$ cat src/rtl/sbox_share_ctrl.sv
// Shares one byte-wide S-box between a 128-bit block port and a 32-bit word port.
// Jobs are serialised one byte per cycle and granted round-robin per job.
module sbox_share_ctrl #(
    parameter int SBOX_LAT = 0
) (
    input  logic         clk,
    input  logic         reset_n,
    input  logic         blk_valid,
    output logic         blk_ready,
    input  logic         blk_encrypt,
    input  logic [127:0] blk_data,
    output logic         blk_done,
    output logic [127:0] blk_result,
    input  logic         wrd_valid,
    output logic         wrd_ready,
    input  logic [31:0]  wrd_data,
    output logic         wrd_done,
    output logic [31:0]  wrd_result,
    output logic         sbox_encrypt,
    output logic [7:0]   sbox_in,
    input  logic [7:0]   sbox_out,
    output logic         busy
);

    typedef enum logic [1:0] {
        IDLE,
        RUN,
        DRAIN,
        DONE
    } state_t;

    localparam logic BLK = 1'b0;
    localparam logic WRD = 1'b1;

    state_t         state;
    state_t         state_nxt;
    logic [127:0]   work;
    logic           owner;
    logic           mode;
    logic           last_grant;
    logic [3:0]     cnt;
    logic [3:0]     last_idx;
    logic           is_last;
    logic           accept;
    logic           cap_v_q;
    logic [3:0]     cap_idx_q;
    logic           cap_en;
    logic [3:0]     cap_idx;

    assign last_idx = (owner == WRD) ? 4'd3 : 4'd15;
    assign is_last  = (cnt == last_idx);
    assign accept   = blk_ready | wrd_ready;

    // With a registered S-box the result of byte k arrives one cycle late.
    assign cap_en  = (SBOX_LAT == 1) ? cap_v_q : (state == RUN);
    assign cap_idx = (SBOX_LAT == 1) ? cap_idx_q : cnt;

    always_comb begin
        state_nxt    = state;
        blk_ready    = 1'b0;
        wrd_ready    = 1'b0;
        blk_done     = 1'b0;
        wrd_done     = 1'b0;
        sbox_in      = 8'h00;
        sbox_encrypt = 1'b1;
        busy         = (state != IDLE);
        unique case (state)
            IDLE: begin
                blk_ready = blk_valid & (~wrd_valid | (last_grant == WRD));
                wrd_ready = wrd_valid & (~blk_valid | (last_grant == BLK));
                if (blk_ready | wrd_ready) state_nxt = RUN;
            end
            RUN: begin
                sbox_in      = work[{cnt, 3'b000} +: 8];
                sbox_encrypt = mode;
                if (is_last) state_nxt = (SBOX_LAT == 1) ? DRAIN : DONE;
            end
            DRAIN: state_nxt = DONE;
            DONE: begin
                blk_done  = (owner == BLK);
                wrd_done  = (owner == WRD);
                state_nxt = IDLE;
            end
            default: state_nxt = IDLE;
        endcase
    end

    always_ff @(posedge clk or negedge reset_n) begin
        if (!reset_n) begin
            state      <= IDLE;
            work       <= '0;
            owner      <= BLK;
            mode       <= 1'b1;
            last_grant <= BLK;
            cnt        <= 4'd0;
            cap_v_q    <= 1'b0;
            cap_idx_q  <= 4'd0;
            blk_result <= '0;
            wrd_result <= '0;
        end else begin
            state     <= state_nxt;
            cap_v_q   <= (state == RUN);
            cap_idx_q <= cnt;
            if (accept) begin
                owner      <= wrd_ready;
                mode       <= wrd_ready | blk_encrypt;
                last_grant <= wrd_ready;
                cnt        <= 4'd0;
                work       <= wrd_ready ? {96'b0, wrd_data} : blk_data;
            end else if (state == RUN && !is_last) begin
                cnt <= cnt + 4'd1;
            end
            if (cap_en) begin
                if (owner == WRD)
                    wrd_result[{cap_idx[1:0], 3'b000} +: 8] <= sbox_out;
                else
                    blk_result[{cap_idx, 3'b000} +: 8] <= sbox_out;
            end
        end
    end

endmodule

$ cat config.mk
export PLATFORM = sky130hd
export DESIGN_NAME = sbox_share_ctrl
export DESIGN_NICKNAME = d
export VERILOG_FILES = /design/src/rtl/sbox_share_ctrl.sv
export SDC_FILE = /design/constraint.sdc
export NUM_CORES = 1
export LEC_CHECK = 0
export ABC_AREA = 1
export CORE_MARGIN = 2
export CORE_UTILIZATION = 48
export CTS_BUF_LIST = sky130_fd_sc_hd__clkbuf_8
export CTS_CLUSTER_DIAMETER = 150
export DETAILED_ROUTE_END_ITERATION = 8
export HOLD_SLACK_MARGIN = 0.12
export PLACE_DENSITY = 0.91
export SETUP_SLACK_MARGIN = 0.5
export SLEW_MARGIN = 20
export SYNTH_ARGS = -nofsm -noshare
export SYNTH_HDL_FRONTEND = slang
export SYNTH_SLANG_ARGS = --single-unit
$ cat constraint.sdc
create_clock -name clk -period 4.48 [get_ports clk]
set_input_delay 0.448 -clock clk [delete_from_list [all_inputs] [get_ports clk]]
set_output_delay 0.448 -clock clk [all_outputs]
set_load 0.05 [all_outputs]
==> metrics.md <==
| Metric | Value |
|---|---|
| Maximum VDD drop | 406.1 µV |
| Largest cells by area after synthesis | dfrtp_1 (55%), nand2_1 (15%), o21ai_0 (7.2%) |
| Pwr Density | 793.3 nW/µm² |
| Setup TNS | 0 ns |
| Unrepaired setup endpoints after global routing | no |
| Via density | 5.305 |
| Hpwl dp | 29770 µm |
| Drt first pass iters | 5 |
| CP Data Required Time | 4.03 ns |
| Period Utilization, post-route | 81.49% |
| CTS root buffer | clkbuf_8 |
| Worst hold slack | 0.4529 ns |
| Vias | roughly 13000 |
| First-pass GRT wire length | 64260 µm |
| DIE AREA | around 29000 µm² |
| Core Region | 27710 µm² |
| Max Freq | 0.2739 GHz |
| Yosys top cell area share | 54.69% |
| Synth cell count leaders | nand2_1 (555), dfrtp_1 (295), o21ai_0 (193) |
| Synthesized instance count | 1626 |
| Startpoint types | flip-flop |
| GRT overflow | 0 |
| Count leader, synth | nand2_1 |
| Flops & latches, synth | roughly 300 |
| Worst Skew | 0.02293 ns |
| Hold WC Path Type | primary input to flip-flop |
| Initial DRC count | 944 |
| Final hold violations | 0 |
| Starting Density | 48.72% |
| Arrival @ worst endpoint | 3.20 ns |
| Clock Sinks | 296 |
| Sequential area share after synthesis | 54.88% |
| WL/cell | ~17 µm |
| # diodes | 0 |
| Syn nets | 1808 |
| Die Y | approximately 170 µm |
| Routability-driven placement congestion ratio | 0.8773 |
| Share of post-route cells with drive strength above 1 | approximately 7.1% |
| Ports | around 350 |
| Antenna violations before repair | 0 |
| Syn Std Cell Area | 13500 µm² |
| Post-route antenna net violation count | 0 |
| Design Area, Final | roughly 18000 µm² |
| Final nets | between 2000 and 2500 |
| Area leader, netlist | dfrtp_1 |
| Die width | around 170 µm |
| Final setup viols | 0 |
| Crit path max fanout | 52 |
| Yosys Warn Count | 0 |
| Netlist cell types | 33 |
| Min cycle time layout | 3.651 ns |
| Least-Margin Pin Slew | 0.8682 ns |
| Synth Flop Type | dfrtp_1 |
| Largest net degree at the start of global routing | approximately 130 |
| Async set or reset register ratio after synthesis | 100.0% |
| DRC errors left | 0 |
| Leakage | 8.575 nW |
| Number of enable flip-flop cells after synthesis | 0 |
| Syn_area_per_cell | 8.302 µm² |
| Vias in the first global route | 12495 |
| Num rows | 61 |
| Drt total wl | 41380 µm |
| CTS Buf Count | 49 |
| Max_cap viols | 0 |
| Slew headroom | between 40% and 50% |
| Area grow syn2layout | 34.41% |
| Port bufs | 346 |
| Clock tree buffer depth | 3 |
| CP endpoint kind | primary output |
| Post-CTS setup buffer count | 0 |
| Final max-slew violation count | 0 |
| Gr usage total | 27.93% |
| Critical path class | flip-flop to primary output |
| # H-tree levels | 2 |
| Area after DPL | 17140 µm² |
| CTS tree | built |
| Outcome | completed |
| Register clock-pin slew on the reported worst setup and hold paths | 0.06 ns |
| Worst-Skew Late Latency | ~0.56 ns |
logic make-up (layout without fill, tap and decap cells):
group           Yosys count  in the layout  share of synthesized area, %
flops                   296            296                         54.88
fa+ha+maj                 9              9                        0.8342
compound gates          300            300                         12.54
xor+xnor                  2              2                        0.1298
simple gates            766            766                         23.67
buf+inv                 253            616                         7.943
placed cells by master, fill, tap and decap left out:
master | netlist | routed
a21oi_1 | 2 | 1
a21oi_4 | 0 | 1
buf_12 | 0 | 2
buf_4 | 13 | 7
buf_6 | 5 | 2
buf_8 | 0 | 1
bufinv_16 | 0 | 2
clkbuf_8 | 0 | 59
clkdlybuf4s50_1 | 0 | 345
clkinv_1 | 2 | 2
clkinv_2 | 0 | 8
clkinvlp_4 | 0 | 1
dfrtp_1 | 295 | 294
dfrtp_2 | 0 | 1
dfstp_2 | 1 | 1
dlygate4sd3_1 | 0 | 1
ha_1 | 9 | 9
inv_1 | 160 | 178
inv_2 | 6 | 7
inv_6 | 1 | 1
nand2_1 | 555 | 555
nand2_2 | 11 | 11
nand2_4 | 5 | 5
nand3_1 | 130 | 130
nand3_4 | 1 | 1
nand3b_1 | 1 | 1
nand4_1 | 7 | 7
nor2_1 | 42 | 41
nor2_2 | 9 | 9
nor2_4 | 3 | 4
nor3_2 | 2 | 2
o211ai_1 | 32 | 32
o21a_1 | 14 | 14
o21ai_0 | 193 | 193
o21ai_1 | 40 | 40
o21ai_2 | 16 | 16
o21ai_4 | 1 | 1
o22a_1 | 1 | 1
o22ai_1 | 1 | 1
xor2_1 | 2 | 2
cell type report:
| class | count | area (µm²) |
|---|---|---|
| fill | 2178 | 9562 |
| tap | 378 | 473.0 |
| sequential | 296 | 7410 |
| clock inverter | 30 | 178.9 |
| inverter | 169 | 639.4 |
| multi-input combinational | 1077 | 5037 |
| timing repair buffer | 358 | 3593 |
| clock buffer | 59 | 812.0 |
metal layers:
layer	track usage, %	share of wire (%)	vias to the layer above
li1	-	-	5837
met1	34.88	39	5917
met2	47.79	49	687
met3	4.993	8.2	115
met4	11.83	3.7	0
met5	0	0	-
worst paths after layout:
check,depth (start not counted),slack [ns],from,endpoint
max,10,0.83,cap_idx[0],sbox_in[6]
min,3,0.45,blk_data[63],work[63]
max reg2reg,12,1.31,cap_idx[1],blk_result[103]
min reg2reg,2,0.48,blk_result[51],blk_result[51]
max in group asynchronous,3,2.86,reset_n,work[14]
min in group asynchronous,2,0.55,reset_n,blk_result[105]
metrics by stage:
step | std cells | power [mW] | util (%) | setup slack (ns)
2_1_floorplan | 1626 | 9.371 | - | 2.094
3_3_place_gp | 2277 | 11.76 | 61.85 | 1.301
3_5_place_dp | 2277 | 11.97 | 61.85 | 1.306
4_1_cts | 2367 | 14.38 | 65.46 | 0.6826
5_1_grt | 2367 | 15.20 | 65.49 | 0.6325
6_report | 2367 | 14.39 | 65.49 | 0.8292
critical path, stage by stage, from the launching register on:
cell and delay, ns:
dfrtp_2 0.51, inv_2 0.23, buf_6 0.28, nand2_1 0.11, nand3_1 0.06, nand2_1 0.09, nand2_1 0.04, nand2_1 0.14
nor2_1 0.06, nor2_1 0.22, clkdlybuf4s50_1 0.86
report_power, final:
group          leakage (nW)  internal (mW)  switching (mW)
combinational          4.62           2.32            5.31
sequential             3.37           3.79           0.584
clock                 0.585           1.31            1.08
total                  8.57           7.42            6.98
state kept, by name, summed over array words and instances, names as in the netlist:
name	flops
blk_result	128
work	128
wrd_result	32
cap_idx	4
state	2
last_grant	1
mode	1
repair_timing:
item,CTS,global route
gates resized for setup,0,1
setup endpoints to repair,0,2
hold buffers,1,0
hold endpoints to repair,105,0
Power figures use the tool's default switching activity.
